File: src/rtl/fetch_unit_if.sv
// Instruction-memory request/response channel between fetch and imem.
// Requests are valid/ready; responses return in request order.
interface fetch_unit_if;
  logic        req_valid;
  logic        req_ready;
  logic [63:0] req_addr;
  logic        resp_valid;
  logic [31:0] resp_data;

  modport master (
    output req_valid, req_addr,
    input  req_ready, resp_valid, resp_data
  );

  modport slave (
    input  req_valid, req_addr,
    output req_ready, resp_valid, resp_data
  );
endinterface

File: src/rtl/fetch_unit.sv
// RV64 fetch stage: owns the PC, issues in-order imem requests, buffers
// returned words and presents one instruction per cycle to decode.
module fetch_unit #(
  parameter logic [63:0] RESET_PC  = 64'h0,
  parameter int          BUF_DEPTH = 2
) (
  input  logic                clk,
  input  logic                reset,
  input  logic                stall,
  input  logic                redirect,
  input  logic [63:0]         redirect_pc,
  fetch_unit_if.master        imem,
  output logic [31:0]         inst,
  output logic [63:0]         inst_pc,
  output logic                inst_valid
);

  localparam int          CW    = 4;
  localparam logic [CW:0] DEPTH = (CW+1)'(BUF_DEPTH);
  localparam logic [31:0] NOP   = 32'h0000_0013;

  logic [63:0]   pc_q, pc_d;
  logic [CW-1:0] count_q, count_d, inflight_q, inflight_d;
  logic [7:0]    drop_q, drop_d;
  logic [31:0]   buf_inst_q [BUF_DEPTH];
  logic [31:0]   buf_inst_d [BUF_DEPTH];
  logic [63:0]   buf_pc_q   [BUF_DEPTH];
  logic [63:0]   buf_pc_d   [BUF_DEPTH];
  logic [63:0]   rsp_pc_q   [BUF_DEPTH];
  logic [63:0]   rsp_pc_d   [BUF_DEPTH];

  logic          accept, pop, resp_live, resp_drop;
  logic [CW-1:0] buf_widx, rsp_widx;

  assign inst_valid = (count_q != '0);
  assign inst       = inst_valid ? buf_inst_q[0] : NOP;
  assign inst_pc    = inst_valid ? buf_pc_q[0]   : 64'h0;

  assign pop       = inst_valid && !stall && !redirect;
  assign resp_live = imem.resp_valid && (drop_q == '0);
  assign resp_drop = imem.resp_valid && (drop_q != '0);

  // A slot freed by this cycle's dequeue is reusable immediately, which is
  // what sustains one instruction per cycle with a 2-entry buffer.
  assign imem.req_valid = reset && !redirect &&
                          (({1'b0, count_q} + {1'b0, inflight_q}
                            - {{CW{1'b0}}, pop}) < DEPTH);
  assign imem.req_addr  = pc_q;
  assign accept         = imem.req_valid && imem.req_ready;

  assign buf_widx = count_q    - {{(CW-1){1'b0}}, pop};
  assign rsp_widx = inflight_q - {{(CW-1){1'b0}}, resp_live};

  always_comb begin
    pc_d       = pc_q;
    count_d    = count_q;
    inflight_d = inflight_q;
    drop_d     = drop_q;
    buf_inst_d = buf_inst_q;
    buf_pc_d   = buf_pc_q;
    rsp_pc_d   = rsp_pc_q;
    if (redirect) begin
      pc_d       = {redirect_pc[63:2], 2'b00};
      count_d    = '0;
      inflight_d = '0;
      // Everything still in flight becomes stale; whatever arrives now
      // (live or already-dropped) is retired this cycle.
      drop_d     = drop_q + {4'b0, inflight_q} - {7'b0, imem.resp_valid};
    end else begin
      if (accept)    pc_d   = pc_q + 64'd4;
      if (resp_drop) drop_d = drop_q - 8'd1;
      if (pop) begin
        for (int i = 0; i < BUF_DEPTH - 1; i++) begin
          buf_inst_d[i] = buf_inst_q[i+1];
          buf_pc_d[i]   = buf_pc_q[i+1];
        end
      end
      if (resp_live) begin
        for (int i = 0; i < BUF_DEPTH - 1; i++) rsp_pc_d[i] = rsp_pc_q[i+1];
      end
      for (int i = 0; i < BUF_DEPTH; i++) begin
        if (resp_live && buf_widx == CW'(i)) begin
          buf_inst_d[i] = imem.resp_data;
          buf_pc_d[i]   = rsp_pc_q[0];
        end
        if (accept && rsp_widx == CW'(i)) rsp_pc_d[i] = pc_q;
      end
      count_d    = count_q + {{(CW-1){1'b0}}, resp_live} - {{(CW-1){1'b0}}, pop};
      inflight_d = inflight_q + {{(CW-1){1'b0}}, accept}
                   - {{(CW-1){1'b0}}, resp_live};
    end
  end

  always_ff @(posedge clk or negedge reset) begin
    if (!reset) begin
      pc_q       <= RESET_PC;
      count_q    <= '0;
      inflight_q <= '0;
      drop_q     <= '0;
      buf_inst_q <= '{default: '0};
      buf_pc_q   <= '{default: '0};
      rsp_pc_q   <= '{default: '0};
    end else begin
      pc_q       <= pc_d;
      count_q    <= count_d;
      inflight_q <= inflight_d;
      drop_q     <= drop_d;
      buf_inst_q <= buf_inst_d;
      buf_pc_q   <= buf_pc_d;
      rsp_pc_q   <= rsp_pc_d;
    end
  end

endmodule

File: src/flat_wrapper.sv
// flat-port wrapper written by rule: the top's interface ports become plain ports
module fetch_unit_flat 
#(
  parameter logic [63:0] RESET_PC  = 64'h0,
  parameter int          BUF_DEPTH = 2
)
  (clk, reset, stall, redirect, redirect_pc, inst, inst_pc, inst_valid, imem_req_valid, imem_req_addr, imem_req_ready, imem_resp_valid, imem_resp_data);
  fetch_unit_if imem_i ();
  input  logic clk;
  input  logic reset;
  input  logic stall;
  input  logic redirect;
  input  logic [63:0] redirect_pc;
  output logic [31:0] inst;
  output logic [63:0] inst_pc;
  output logic inst_valid;
  output wire logic [$bits(imem_i.req_valid)-1:0] imem_req_valid;
  output wire logic [$bits(imem_i.req_addr)-1:0] imem_req_addr;
  input wire logic [$bits(imem_i.req_ready)-1:0] imem_req_ready;
  input wire logic [$bits(imem_i.resp_valid)-1:0] imem_resp_valid;
  input wire logic [$bits(imem_i.resp_data)-1:0] imem_resp_data;
  assign imem_req_valid = imem_i.req_valid;
  assign imem_req_addr = imem_i.req_addr;
  assign imem_i.req_ready = imem_req_ready;
  assign imem_i.resp_valid = imem_resp_valid;
  assign imem_i.resp_data = imem_resp_data;
  fetch_unit #(.RESET_PC(RESET_PC), .BUF_DEPTH(BUF_DEPTH)) u_core (.clk(clk), .reset(reset), .stall(stall), .redirect(redirect), .redirect_pc(redirect_pc), .imem(imem_i), .inst(inst), .inst_pc(inst_pc), .inst_valid(inst_valid));
endmodule
File: config.mk
export PLATFORM = sky130hd
export DESIGN_NAME = fetch_unit_flat
export DESIGN_NICKNAME = d
export VERILOG_FILES = /design/src/rtl/fetch_unit_if.sv /design/src/rtl/fetch_unit.sv /design/src/flat_wrapper.sv
export SDC_FILE = /design/constraint.sdc
export NUM_CORES = 1
export LEC_CHECK = 0
export ABC_AREA = 0
export CAP_MARGIN = 20
export CORE_AREA = 2 2 189 265
export CTS_BUF_LIST = sky130_fd_sc_hd__clkbuf_4
export CTS_CLUSTER_DIAMETER = 40
export DETAILED_ROUTE_END_ITERATION = 16
export DIE_AREA = 0 0 191 267
export GPL_TIMING_DRIVEN = 0
export PLACE_DENSITY = 0.68
export SLEW_MARGIN = 40
export SYNTH_ARGS = -nofsm -noshare
export SYNTH_HDL_FRONTEND = slang
export SYNTH_SLANG_ARGS = --single-unit
File: constraint.sdc
create_clock -name clk -period 7.6 [get_ports clk]
set_clock_uncertainty 0.1 [all_clocks]
set_input_delay 2.28 -clock clk [delete_from_list [all_inputs] [get_ports clk]]
set_output_delay 2.28 -clock clk [all_outputs]
set_load 0.005 [all_outputs]
## Word level (Yosys, flattened, before mapping)

Index checks and enable logic that the tools add are counted.

- Register bits after elaboration: 400
- Bits of input ports: 102
- Output and inout port bits: 162

- Add/sub/neg operators: 12
- $lt $le $gt $ge: 1
- Equality and inequality tests: 2
- Mux-type cells: 14
- Bitwise logic cells: 1
- Reduce and logical (&&, ||, !) cells: 26

Operators by type and width:

| kind | count |
|---|---|
| $mux 64 | 7 |
| $mux 32 | 3 |
| $add 64x3->64 const B | 1 |
| $mux 8 | 2 |
| $sub 4x1->4 | 4 |
| $logic_and 1x1->1 | 11 |
| $add 4x1->4 | 2 |
| $add 8x4->8 | 1 |
| $eq 4x1->1 const B | 2 |
| $logic_not 4->1 | 2 |
| $logic_not 8->1 | 1 |
| $mux 4 | 2 |
| $reduce_and 2->1 | 4 |
| $reduce_bool 2->1 | 4 |
| $reduce_bool 8->1 | 1 |
| $sub 8x1->8 | 1 |
| $sub 8x1->8 const B | 1 |
| $add 4x4->5 | 1 |
| $lt 5x2->1 const B | 1 |
| $sub 5x1->5 | 1 |
| $reduce_bool 4->1 | 1 |
| $logic_not 1->1 | 2 |
| $not 1->1 | 1 |

## Logic depth before layout (Yosys ltp)

Gate-level depths: netlist of the first run.

- Depth in word-level cells: 10
- Gate-level depth with buffers: 18
- Mapped depth without buffers: 16

## Worst setup path before layout of the first run

No wires, ideal clock.

- Kind: input to output
- Start: in redirect
- End: out imem_req_valid
- Data arrival time: 4659 ps
- Required time: 5220 ps
- Path slack: 561 ps
- Cell stages on the path: 10
- Path buffers: 2
- Path through: buf_2 or2_2 nor3_1 inv_1 ha_1 or3b_2 a211o_1 o211ai_2 clkbuf_1 nor2_1

- Cells in the longest elaborated chain, start to end: 5

Ends and longest elaborated chain:

| what | RTL line | RTL |
|---|---|---|
| start: declaration | flat_wrapper.sv:12 | `input logic redirect;` |
| $logic_not 1->1 * | fetch_unit.sv:39, fetch_unit.sv:45 |  |
| $logic_and 1x1->1 | fetch_unit.sv:39 | `assign pop = inst_valid && !stall && !redirect;` |
| $sub 5x1->5 | fetch_unit.sv:47 | `- {{CW{1'b0}}, pop}) < DEPTH);` |
| $lt 5x2->1 | fetch_unit.sv:47 |  |
| $logic_and 1x1->1 * | fetch_unit.sv:45 | `assign imem.req_valid = reset && !redirect &&` |
| end: declaration | flat_wrapper.sv:17 | `output wire logic [$bits(imem_i.req_valid)-1:0] imem_req_valid;` |

Every way passes the cells marked *; elsewhere a longest branch is shown, timed or not.

## Worst setup path after layout of the first run

Same ends and word-level chain as after synthesis.

==> parameters.txt, run 1 <==
Parameter                              Value

Yosys
  Async S/R FF share, synth    100.0%
  Number of warnings printed during yosys synthesis    0
  Number of enable flip-flop cells after synthesis    0
  Leading post-synthesis cells by cell area    sky130_fd_sc_hd__dfrtp_1 (49%), sky130_fd_sc_hd__mux2_2 (8.7%), sky130_fd_sc_hd__a211o_1 (4.2%), sky130_fd_sc_hd__nor3b_1 (3.8%), sky130_fd_sc_hd__o221a_2 (3.4%)
  Library cells used by synthesis    73
  Area share of the leading cell type in the synthesized netlist    49.38%
  Area of the mapped netlist    0.01976 mm2
  Average size of a mapped cell    11.13 um2
  Yosys top cell by area    sky130_fd_sc_hd__dfrtp_1
  Gate count after technology mapping    1,775
  Top-count cell post-synth    sky130_fd_sc_hd__dfrtp_1
  Synth cell count leaders    sky130_fd_sc_hd__dfrtp_1 (390), sky130_fd_sc_hd__mux2_2 (153), sky130_fd_sc_hd__and3_1 (100), sky130_fd_sc_hd__nor2b_1 (100), sky130_fd_sc_hd__nor3b_1 (99)
  Sequential element share of the synthesized area    49.38%
  Flops & latches, synth    390
  Top FF cell, synth    sky130_fd_sc_hd__dfrtp_1

Setup path
  Worst stage delay on the critical path    0.53 ns
  Required time of the critical path    5.22 ns
  Cell chain of the critical path    dlygate4sd2_1 > buf_4 > or2_4 > nor3_4 > inv_2 > ha_1 > and3b_1 > a2111oi_2 > o211ai_2 > nor2_2 > clkdlybuf4s50_1
  Reg-to-Reg End    u_core.rsp_pc_q[73]
  Depth of the worst register-to-register path    16
  Critical path class    in -> out
  CP endpoint kind    primary output
  Critical-path top delay cell    sky130_fd_sc_hd__clkdlybuf4s50_1
  Source of the worst register-to-register timing path    u_core.count_q[2]
  Max FO, Critical Path    10
  CP Launch Type    input pin
  Worst reg-to-reg setup slack    2.69 ns
  Data arrival time of the critical path    5.05 ns

Finish
  Number of nets in the finished design    2,285
  Synthesis-to-layout area growth    24.82%
  Flip-flop and latch area    0.009759 mm2
  Fill cell count    4,456
  Post-layout util    50.71%
  Multi-input gate area in the final layout    0.009190 mm2
  Post-layout instance count excluding filler cells    2,860
  Design Area, Final    0.02467 mm2
  Fraction of final layout cells with drive strength greater than 1    20.73%

Clock tree
  Clock tree from TritonCTS    done
  Clock Tree Buf Depth    3
  Quantity of hold-fixing buffers added after cts    0
  Later-pin clock latency in the skew report    0.85 ns
  Max H-tree Level    3
  Total CTS buffers    97
  Clock-pin slew reported for the worst setup and hold paths after clock tree synthesis    0.06 ns
  TritonCTS sink count    390
  Clock root buffer    sky130_fd_sc_hd__clkbuf_4

Global routing
  Number of global-route vias before repair    16,370
  Tot GR Track Use    24.91%
  Pin count of the biggest net entering global routing    73
  Number of antenna violations at the first check in global routing    2
  Global-route wire length before repair    96.52 mm
  Remaining global-route overflow    0

Min path
  Hold path startpoint    u_core.rsp_pc_q[10]
  Number of cells traversed by the worst hold path    1
  Min-Delay Path Class    reg -> reg
  Worst hold path endpoint    u_core.rsp_pc_q[10]

Power and ir drop
  Design Power    6469 uW
  Max IR drop VDD    0.0001465 V
  Ratio of total power to cell area    262.3 mW/mm2
  Leakage Power    0.01180 uW

Placement
  Detailed Place HPWL    46.81 mm
  Count of buffers from port buffering    257
  Placed cell area    0.02334 mm2
  Placed cell count    2,680
  Weighted congestion at the end of routability-driven global placement    0.9310

Routing
  Remaining DRCs    0
  Drt pass-1 iters    5
  Violation count after the first detailed-routing iteration    1,103
  Wirelength per Cell    22.19 um
  Via count    16,240
  Post-detailed-routing wire length    63.47 mm
  Per-cell via count in the routed design    5.678
  Antenna Violating Nets Remaining    0

Timing
  Achievable frequency    134.6 MHz
  Setup repair after global routing missed its margin    false
  Post-layout min period    7.431 ns
  Total Neg Setup Slack    0 ns
  Max transition margin    42.77%
  Fin. Hold Viols    0
  Fraction of the cycle the final worst path needs    97.77%
  Slew at the pin closest to its max-slew limit    0.8584 ns
  Max-slew violation count    0
  Count of endpoints failing setup in the final report    0

Outcome
  Status    finished clean

Die
  Horizontal die dimension    191 um
  Core footprint    0.04865 mm2
  Number of core rows    96
  Starting density of the core    40.63%
  Number of I/O pins    264
  Die height    267 um
  Area of the die    0.05100 mm2

Run
  Count of maximum capacitance violations    0
per-stage QoR:
stage | hold WS (ns) | worst slack [ns]
finish | 0.3764 | 0.1692
global route | 0.3910 | 0.04983
CTS | 0.3821 | 0.07374
detailed placement | 0.3677 | -1.037
global placement | 0.3600 | -13.38
floorplan | 0.3508 | 0.5607
what timing repair did:
action	4_1_cts	5_1_grt
setup endpoints to repair	1	1
pin swaps	4	1
setup buffers	5	0
resized for setup	13	2
cell families (layout without fill, tap and decap cells):
kind of cell / after synthesis / after routing / share of synthesized area, %
AO/OA/AOI/OAI: 314 / 314 / 13.36
XOR/XNOR: 30 / 30 / 1.330
adder cells (fa/ha/maj): 38 / 38 / 2.558
buffers and inverters: 210 / 651 / 4.565
flip-flops: 390 / 390 / 49.38
multiplexers: 162 / 162 / 9.193
other: 1 / 8 / 0.01898
AND/OR/NAND/NOR: 630 / 630 / 19.59
power by group:
group          total (uW)  internal [uW]  leakage (uW)  switching, uW
Combinational        1940            886       0.00590           1050
Clock                1760            888      0.000717            872
Sequential           2770           2400       0.00518            369
Total                6470           4180        0.0118           2290
state kept, by name (all words and copies together) (netlist names):
signal / cells
u_core.inflight_q: 4
u_core.buf_pc_q: 124
u_core.drop_q: 8
u_core.rsp_pc_q: 124
u_core.imem.req_addr: 62
u_core.buf_inst_q: 64
u_core.count_q: 4
layer usage:
metal  share of wire, %  up-vias  GRT usage [%]
met1                 40     8050          30.47
met2                 50      668          42.78
met5                  0        -              0
met3                5.9      136          3.866
met4                4.3        0          11.86
li1                   -     7386              -
cells in the final DEF (no fill, tap or decap), drive strengths merged, types with 8 or more instances in the layout:
cell type      netlist  layout
and3               100     100
xnor2               25      25
a211o               95      95
a221o               22      22
nor2b              100     100
clkbuf              98     238
or4                  9       9
nand4               18      18
o31a                 9       9
a31oi                8       8
nor2                38      38
o21ai               51      51
nor3                32      32
or3                 74      74
o221a               60      60
ha                  34      34
nand2               55      55
clkinv               0      27
nor4                35      35
clkdlybuf4s50        0     254
nand3               34      34
inv                 56      57
a21o                 8       8
dfrtp              390     390
mux2               156     156
nor3b               99      99
a21oi               16      16
buf                 56      70
worst max-delay path by stage:
| stage | start | end | cells past startpoint |
|---|---|---|---|
| 6_report | redirect | imem_req_valid | 11 |
| 5_1_grt | redirect | imem_req_valid | 11 |
| 4_1_cts | stall | imem_req_valid | 9 |
| 3_5_place_dp | redirect | imem_req_valid | 12 |
| 3_3_place_gp | reset | imem_req_valid | 7 |
| 2_1_floorplan | redirect | imem_req_valid | 10 |
final cells by class:
| type | instances | share of cell area (%) |
|---|---|---|
| Antenna cell | 4 | 0.04058 |
| Timing Repair Buffer | 270 | 11.33 |
| Buffer | 152 | 2.800 |
| Sequential cell | 390 | 39.56 |
| Inverter | 56 | 0.8521 |
| Clock buffer | 142 | 4.321 |
| Tap cell | 637 | 3.231 |
| Clock inverter | 31 | 0.6137 |
| Multi-Input combinational cell | 1178 | 37.25 |
worst max-delay path: cells and delay by family:
family	cells	cell delay, ns
AO/OA/AOI/OAI	2	0.58
AND/OR/NAND/NOR	4	0.86
adder cells (fa/ha/maj)	1	0.21
buffers and inverters	4	1.12
Note: power is estimated with default switching activity, not from simulation.
==> run 2: changes to the inputs <==
--- a/config.mk
+++ b/config.mk
@@ -9,3 +9,3 @@
 export CAP_MARGIN = 20
-export CORE_AREA = 2 2 189 265
+export CORE_AREA = 2 2 223 225
 export CTS_BUF_LIST = sky130_fd_sc_hd__clkbuf_4
@@ -13,3 +13,3 @@
 export DETAILED_ROUTE_END_ITERATION = 16
-export DIE_AREA = 0 0 191 267
+export DIE_AREA = 0 0 225 227
 export GPL_TIMING_DRIVEN = 0
==> constraint.sdc (replaced) <==
create_clock -name clk -period 7.6 [get_ports clk]
set_clock_uncertainty 0.1 [all_clocks]
set_input_delay 0.76 -clock clk [delete_from_list [all_inputs] [get_ports clk]]
set_output_delay 0.76 -clock clk [all_outputs]
set_load 0.005 [all_outputs]
==> run 2 against run 1 <==
Compared with the run above:
- power fell by 0.74%
- critical endpoint unchanged
- final cell count shrank 0.35%
- wire length fell by 0.36%
- via count is 1.0% higher
- hold slack lost 0.16 ns
- non-clock buffer count shrank 3
- combinational power is 4% lower
- sequential share of layout area is 0.093 points higher
- first-iteration DRC count rose by 40%
==> parameters.txt, run 2 (synthesized netlist as in run 1, its figures left out) <==
Parameter                              Value

Die
  Die height    227 um
  Starting density of the core    40.71%
  Core footprint    0.04855 mm2
  Number of I/O pins    264
  Horizontal die dimension    225 um
  Area of the die    0.05108 mm2
  Number of core rows    81

Finish
  Number of nets in the finished design    2,289
  Fraction of final layout cells with drive strength greater than 1    20.79%
  Synthesis-to-layout area growth    24.53%
  Most frequent standard cell in the layout excluding fill and tap cells    sky130_fd_sc_hd__dfrtp_1
  Post-layout instance count excluding filler cells    2,850
  Largest registers    u_core.buf_pc_q (124), u_core.rsp_pc_q (124), u_core.buf_inst_q (64)
  Commonest non-fill, non-tap cells in the layout    sky130_fd_sc_hd__dfrtp_1 (390), sky130_fd_sc_hd__clkdlybuf4s50_1 (256), sky130_fd_sc_hd__mux2_2 (153)
  Post-layout util    50.70%
  Fill cell count    4,407

Placement
  Weighted congestion at the end of routability-driven global placement    0.8946
  Placed cell count    2,664
  Detailed Place HPWL    46.25 mm
  Count of buffers from port buffering    257

Run
  Count of maximum capacitance violations    0

Global routing
  Number of antenna violations at the first check in global routing    3
  Global-route wire length before repair    96.50 mm
  Remaining global-route overflow    0
  Tot GR Track Use    24.83%
  Number of global-route vias before repair    16,380
  Pin count of the biggest net entering global routing    77

Clock tree
  Clock tree from TritonCTS    done
  Count of buffers added by post-CTS timing repair for setup    0
  Total CTS buffers    104
  Clock-pin slew reported for the worst setup and hold paths after clock tree synthesis    0.07 ns
  Clock root buffer    sky130_fd_sc_hd__clkbuf_4
  TritonCTS sink count    390
  Clock Tree Buf Depth    3
  Max H-tree Level    3
  Later-pin clock latency in the skew report    0.88 ns

Routing
  Violation count after the first detailed-routing iteration    1,544
  Post-detailed-routing wire length    63.24 mm
  Remaining DRCs    0
  Per-cell via count in the routed design    5.755
  Via count    16,400
  Drt pass-1 iters    6
  Wirelength per Cell    22.19 um
  Antenna Violating Nets Remaining    0

Timing
  Setup repair after global routing missed its margin    false
  Fin. Hold Viols    0
  Fraction of the cycle the final worst path needs    74.54%
  Max transition margin    39.35%
  Post-layout min period    5.665 ns
  Final worst hold slack    0.2210 ns
  Achievable frequency    176.5 MHz
  Max-slew violation count    0
  Count of endpoints failing setup in the final report    0
  Slew at the pin closest to its max-slew limit    0.9071 ns

Setup path
  Data arrival time of the critical path    4.81 ns
  Critical-path top delay cell    sky130_fd_sc_hd__clkdlybuf4s50_1
  Critical path class    in -> out
  Cell chain of the critical path    clkdlybuf4s50_1 > buf_2 > or2_2 > nor3_1 > inv_1 > ha_1 > nor4b_1 > a2111oi_1 > o211ai_2 > clkbuf_1 > nor2_1 > clkdlybuf4s50_1
  Worst stage delay on the critical path    0.53 ns
  CP Launch Type    input pin
  Dominant cell type by count on the critical path    sky130_fd_sc_hd__clkdlybuf4s50_1
  CP endpoint kind    primary output
  Required time of the critical path    6.74 ns
  Max FO, Critical Path    10

Power and ir drop
  Max IR drop VDD    0.0001072 V
  Ratio of total power to cell area    260.9 mW/mm2
  Leakage Power    0.01181 uW

Outcome
  Status    finished clean

Min path
  Min-Delay Path Class    in -> async
==> run 2: cell types whose count changed in the layout (fill, tap and decap cells not counted), moves of 2 or more <==
cell,delta
sky130_fd_sc_hd__clkinv_2,+8
sky130_fd_sc_hd__buf_4,-7
sky130_fd_sc_hd__clkbuf_4,+6
sky130_fd_sc_hd__clkinv_1,-6
sky130_fd_sc_hd__clkbuf_1,+3
sky130_fd_sc_hd__clkinv_4,+3
sky130_fd_sc_hd__diode_2,-3
sky130_fd_sc_hd__clkdlybuf4s50_1,+2
sky130_fd_sc_hd__nor4b_1,+2
==> run 2: final timing paths <==
| path | slack, ns | end | start | cells after the start |
|---|---|---|---|---|
| min | 0.22 | u_core.imem.req_addr[58] | reset | 2 |
| max | 1.93 | imem_req_valid | redirect | 12 |
| max in group asynchronous | 6.14 | u_core.buf_inst_q[0] | reset | 4 |
| min in group clk | 0.35 | u_core.imem.req_addr[19] | redirect_pc[19] | 3 |
| max reg2reg | 2.42 | u_core.rsp_pc_q[116] | u_core.count_q[2] | 15 |
| min reg2reg | 0.38 | u_core.buf_pc_q[85] | u_core.buf_pc_q[85] | 1 |
==> run 2: per-stage QoR <==
step | total power [uW] | instance area [um2] | setup TNS (ns) | setup WS [ns]
floorplan | 3813 | 19770 | 0 | 3.159
CTS | 6475 | 24600 | 0 | 1.997
detailed placement | 4650 | 23320 | 0 | 1.637
global placement | 4567 | 23120 | -6447.65 | -11.51
global route | 6809 | 24610 | 0 | 1.713
finish | 6421 | 24610 | 0 | 1.935
==> run 2: what timing repair did <==
item | 4_1_cts | 5_1_grt
hold buffers | 1 | 0
resized for setup | 0 | 0
hold endpoints to repair | 130 | 0
==> run 2: critical path, delay by kind of cell <==
kind | cells | cell delay [ns]
fa+ha+maj | 1 | 0.35
simple gates | 4 | 1.10
compound gates | 2 | 0.85
buf+inv | 5 | 1.72
==> run 2: where the power goes <==
part	switching [uW]	internal, uW
combinational	1020	843
clock	899	899
sequential	354	2400
total	2280	4150
==> run 2: area by class of cell <==
type | count | area, um2 | share of cell area [%]
diodes | 1 | 2.502 | 0.01017
clock buffers | 148 | 1111 | 4.515
inverters | 56 | 210.2 | 0.8541
plain buffers | 154 | 694.4 | 2.822
clock inverters | 36 | 165.2 | 0.6711
multi-input cells | 1178 | 9133 | 37.11
flip-flops and latches | 390 | 9759 | 39.65
repair buffers | 265 | 2758 | 11.20
well taps | 622 | 778.2 | 3.162
==> run 2: routing by layer <==
layer | routed length, um | global-route usage [%]
met3 | 5464 | 5.640
met4 | 2829 | 12.45
met1 | 26840 | 33.18
met2 | 28100 | 38.09
met5 | 13 | 0
==> run 3: changes to the inputs <==
- clock period: 7.6 -> 5.33 ns (I/O delays scaled with it)
==> run 3 against run 2 <==
Compared with the run above:
- global-route usage about the same
- critical endpoint is now u_core.rsp_pc_q[107]
- combinational power increased by 44%
- via count increased by 0.29%
- final cell count increased by 0.11%
- clock-buffer cell count unchanged
==> parameters.txt, run 3 (synthesized netlist as in run 1, its figures left out) <==
Parameter                              Value

Clock tree
  Clock-pin slew reported for the worst setup and hold paths after clock tree synthesis    0.06 ns
  Later-pin clock latency in the skew report    0.87 ns
  Total CTS buffers    104
  Clock root buffer    sky130_fd_sc_hd__clkbuf_4
  Clock tree from TritonCTS    done
  Max H-tree Level    3
  TritonCTS sink count    390
  Clock Tree Buf Depth    3

Routing
  Via count    16,450
  Drt pass-1 iters    8
  Violation count after the first detailed-routing iteration    1,471
  Antenna Violating Nets Remaining    0
  Per-cell via count in the routed design    5.766
  Post-detailed-routing wire length    63.31 mm
  Remaining DRCs    0
  Wirelength per Cell    22.19 um

Finish
  Post-layout util    50.75%
  Largest registers    u_core.buf_pc_q (124), u_core.rsp_pc_q (124), u_core.buf_inst_q (64)
  Commonest non-fill, non-tap cells in the layout    sky130_fd_sc_hd__dfrtp_1 (390), sky130_fd_sc_hd__clkdlybuf4s50_1 (256), sky130_fd_sc_hd__mux2_2 (153)
  Number of nets in the finished design    2,292
  Fraction of final layout cells with drive strength greater than 1    20.94%
  Most frequent standard cell in the layout excluding fill and tap cells    sky130_fd_sc_hd__dfrtp_1
  Post-layout instance count excluding filler cells    2,853
  Design Area, Final    0.02464 mm2
  Synthesis-to-layout area growth    24.66%

Global routing
  Pin count of the biggest net entering global routing    77
  Tot GR Track Use    24.84%
  Global-route wire length before repair    96.54 mm
  Number of global-route vias before repair    16,380
  Number of antenna violations at the first check in global routing    3
  Remaining global-route overflow    0

Timing
  Post-layout min period    5.030 ns
  Setup repair after global routing missed its margin    false
  Fin. Hold Viols    0
  Achievable frequency    198.8 MHz
  Final worst hold slack    0.1339 ns
  Count of endpoints failing setup in the final report    0
  Max-slew violation count    0
  Worst setup margin    0.2997 ns
  Max transition margin    39.81%
  Fraction of the cycle the final worst path needs    94.38%
  Slew at the pin closest to its max-slew limit    0.9001 ns

Placement
  Worst Setup Slack post-DPL    -0.4057 ns
  Placed cell area    0.02332 mm2
  Detailed Place HPWL    46.25 mm
  Weighted congestion at the end of routability-driven global placement    0.8946
  Count of buffers from port buffering    257
  Placed cell count    2,664

Power and ir drop
  Ratio of total power to cell area    373.3 mW/mm2
  Max IR drop VDD    0.0001460 V
  Leakage Power    0.01182 uW

Outcome
  Status    finished clean

Die
  Starting density of the core    40.71%
  Horizontal die dimension    225 um
  Number of core rows    81
  Number of I/O pins    264
  Die height    227 um
  Core footprint    0.04855 mm2
  Area of the die    0.05108 mm2

Setup path
  CP endpoint kind    register
  Critical path class    reg -> reg
  Delay-heaviest family, CP    simple AND/OR/NAND/NOR gates
  CP Launch Type    register
  Required time of the critical path    5.97 ns
  Critical-path top delay cell    sky130_fd_sc_hd__a211oi_1
  Worst stage delay on the critical path    0.66 ns
  Data arrival time of the critical path    5.67 ns
  Cell chain of the critical path    inv_1 > ha_1 > or3b_2 > nor3_4 > ha_1 > inv_1 > ha_1 > a211oi_1 > nand3_1 > nor3_2 > buf_2 > o21a_1 > buf_2 > buf_2 > o221a_2
  Max FO, Critical Path    10
  CP Buf/Inv Count    5

Min path
  Min-Delay Path Class    in -> reg

Run
  Count of maximum capacitance violations    0
==> run 3: changes by cell type in the layout (fill, tap and decap cells not counted), sizes merged <==
cell | previous run | this run
buf | 64 | 67
==> run 3: stage by stage <==
stage	setup TNS [ns]	power, uW
detailed placement	-28.03	6631
floorplan	0	5437
global placement	-7634.40	6512
finish	0	9196
CTS	0	9236
global route	0	9749
==> run 3: what timing repair did <==
action                                 CTS  global route
setup endpoints to repair                1             1
gates resized for setup                  1             0
hold buffers                             2             0
buffers inserted                         0             2
gates cloned                             0             0
endpoints found under the hold margin  152             0
pin swaps                                0             1
==> run 3: worst paths after layout <==
kind,to,slack (ns),cells after the start,from
max in group asynchronous,u_core.buf_inst_q[35],4.22,4,reset
hold / removal,u_core.imem.req_addr[19],0.13,3,redirect_pc[19]
setup reg to reg,u_core.rsp_pc_q[107],0.30,15,u_core.drop_q[5]
setup / recovery,u_core.rsp_pc_q[107],0.30,15,u_core.drop_q[5]
hold reg to reg,u_core.buf_pc_q[85],0.38,1,u_core.buf_pc_q[85]
min in group asynchronous,u_core.buf_pc_q[123],0.14,3,reset
==> run 3: cell type report <==
class                      count  area, um2
antenna                        1      2.502
buffer                       154      694.4
clock buffer                 148       1111
clock inverter                36      165.2
fill                        4406      23910
inverter                      56      210.2
multi-input combinational   1178       9138
sequential                   390       9759
tap                          622      778.2
timing repair buffer         268       2778
==> run 3: per-layer routing <==
| metal | track usage, % | share of wire [%] | up-vias |
|---|---|---|---|
| li1 | - | - | 7394 |
| met1 | 33.25 | 43 | 8127 |
| met2 | 38.13 | 44 | 766 |
| met3 | 5.640 | 8.5 | 161 |
| met4 | 12.31 | 4.4 | 2 |
| met5 | 0 | 0.021 | - |
==> run 3: worst reg2reg max path: stages, from the launching register on <==
cell and delay (ns):
sky130_fd_sc_hd__dfrtp_1 0.38, sky130_fd_sc_hd__inv_1 0.14, sky130_fd_sc_hd__ha_1 0.17, sky130_fd_sc_hd__or3b_2 0.52
sky130_fd_sc_hd__nor3_4 0.32, sky130_fd_sc_hd__ha_1 0.29, sky130_fd_sc_hd__inv_1 0.10, sky130_fd_sc_hd__ha_1 0.30
sky130_fd_sc_hd__a211oi_1 0.66, sky130_fd_sc_hd__nand3_1 0.23, sky130_fd_sc_hd__nor3_2 0.47, sky130_fd_sc_hd__buf_2 0.32
sky130_fd_sc_hd__o21a_1 0.13, sky130_fd_sc_hd__buf_2 0.30, sky130_fd_sc_hd__buf_2 0.27, sky130_fd_sc_hd__o221a_2 0.21
==> run 3: power by group <==
part | total (uW) | leakage (uW) | switching (uW) | internal [uW]
Combinational | 2700 | 0.00587 | 1470 | 1230
Sequential | 3930 | 0.00518 | 506 | 3430
Clock | 2560 | 0.000773 | 1280 | 1280
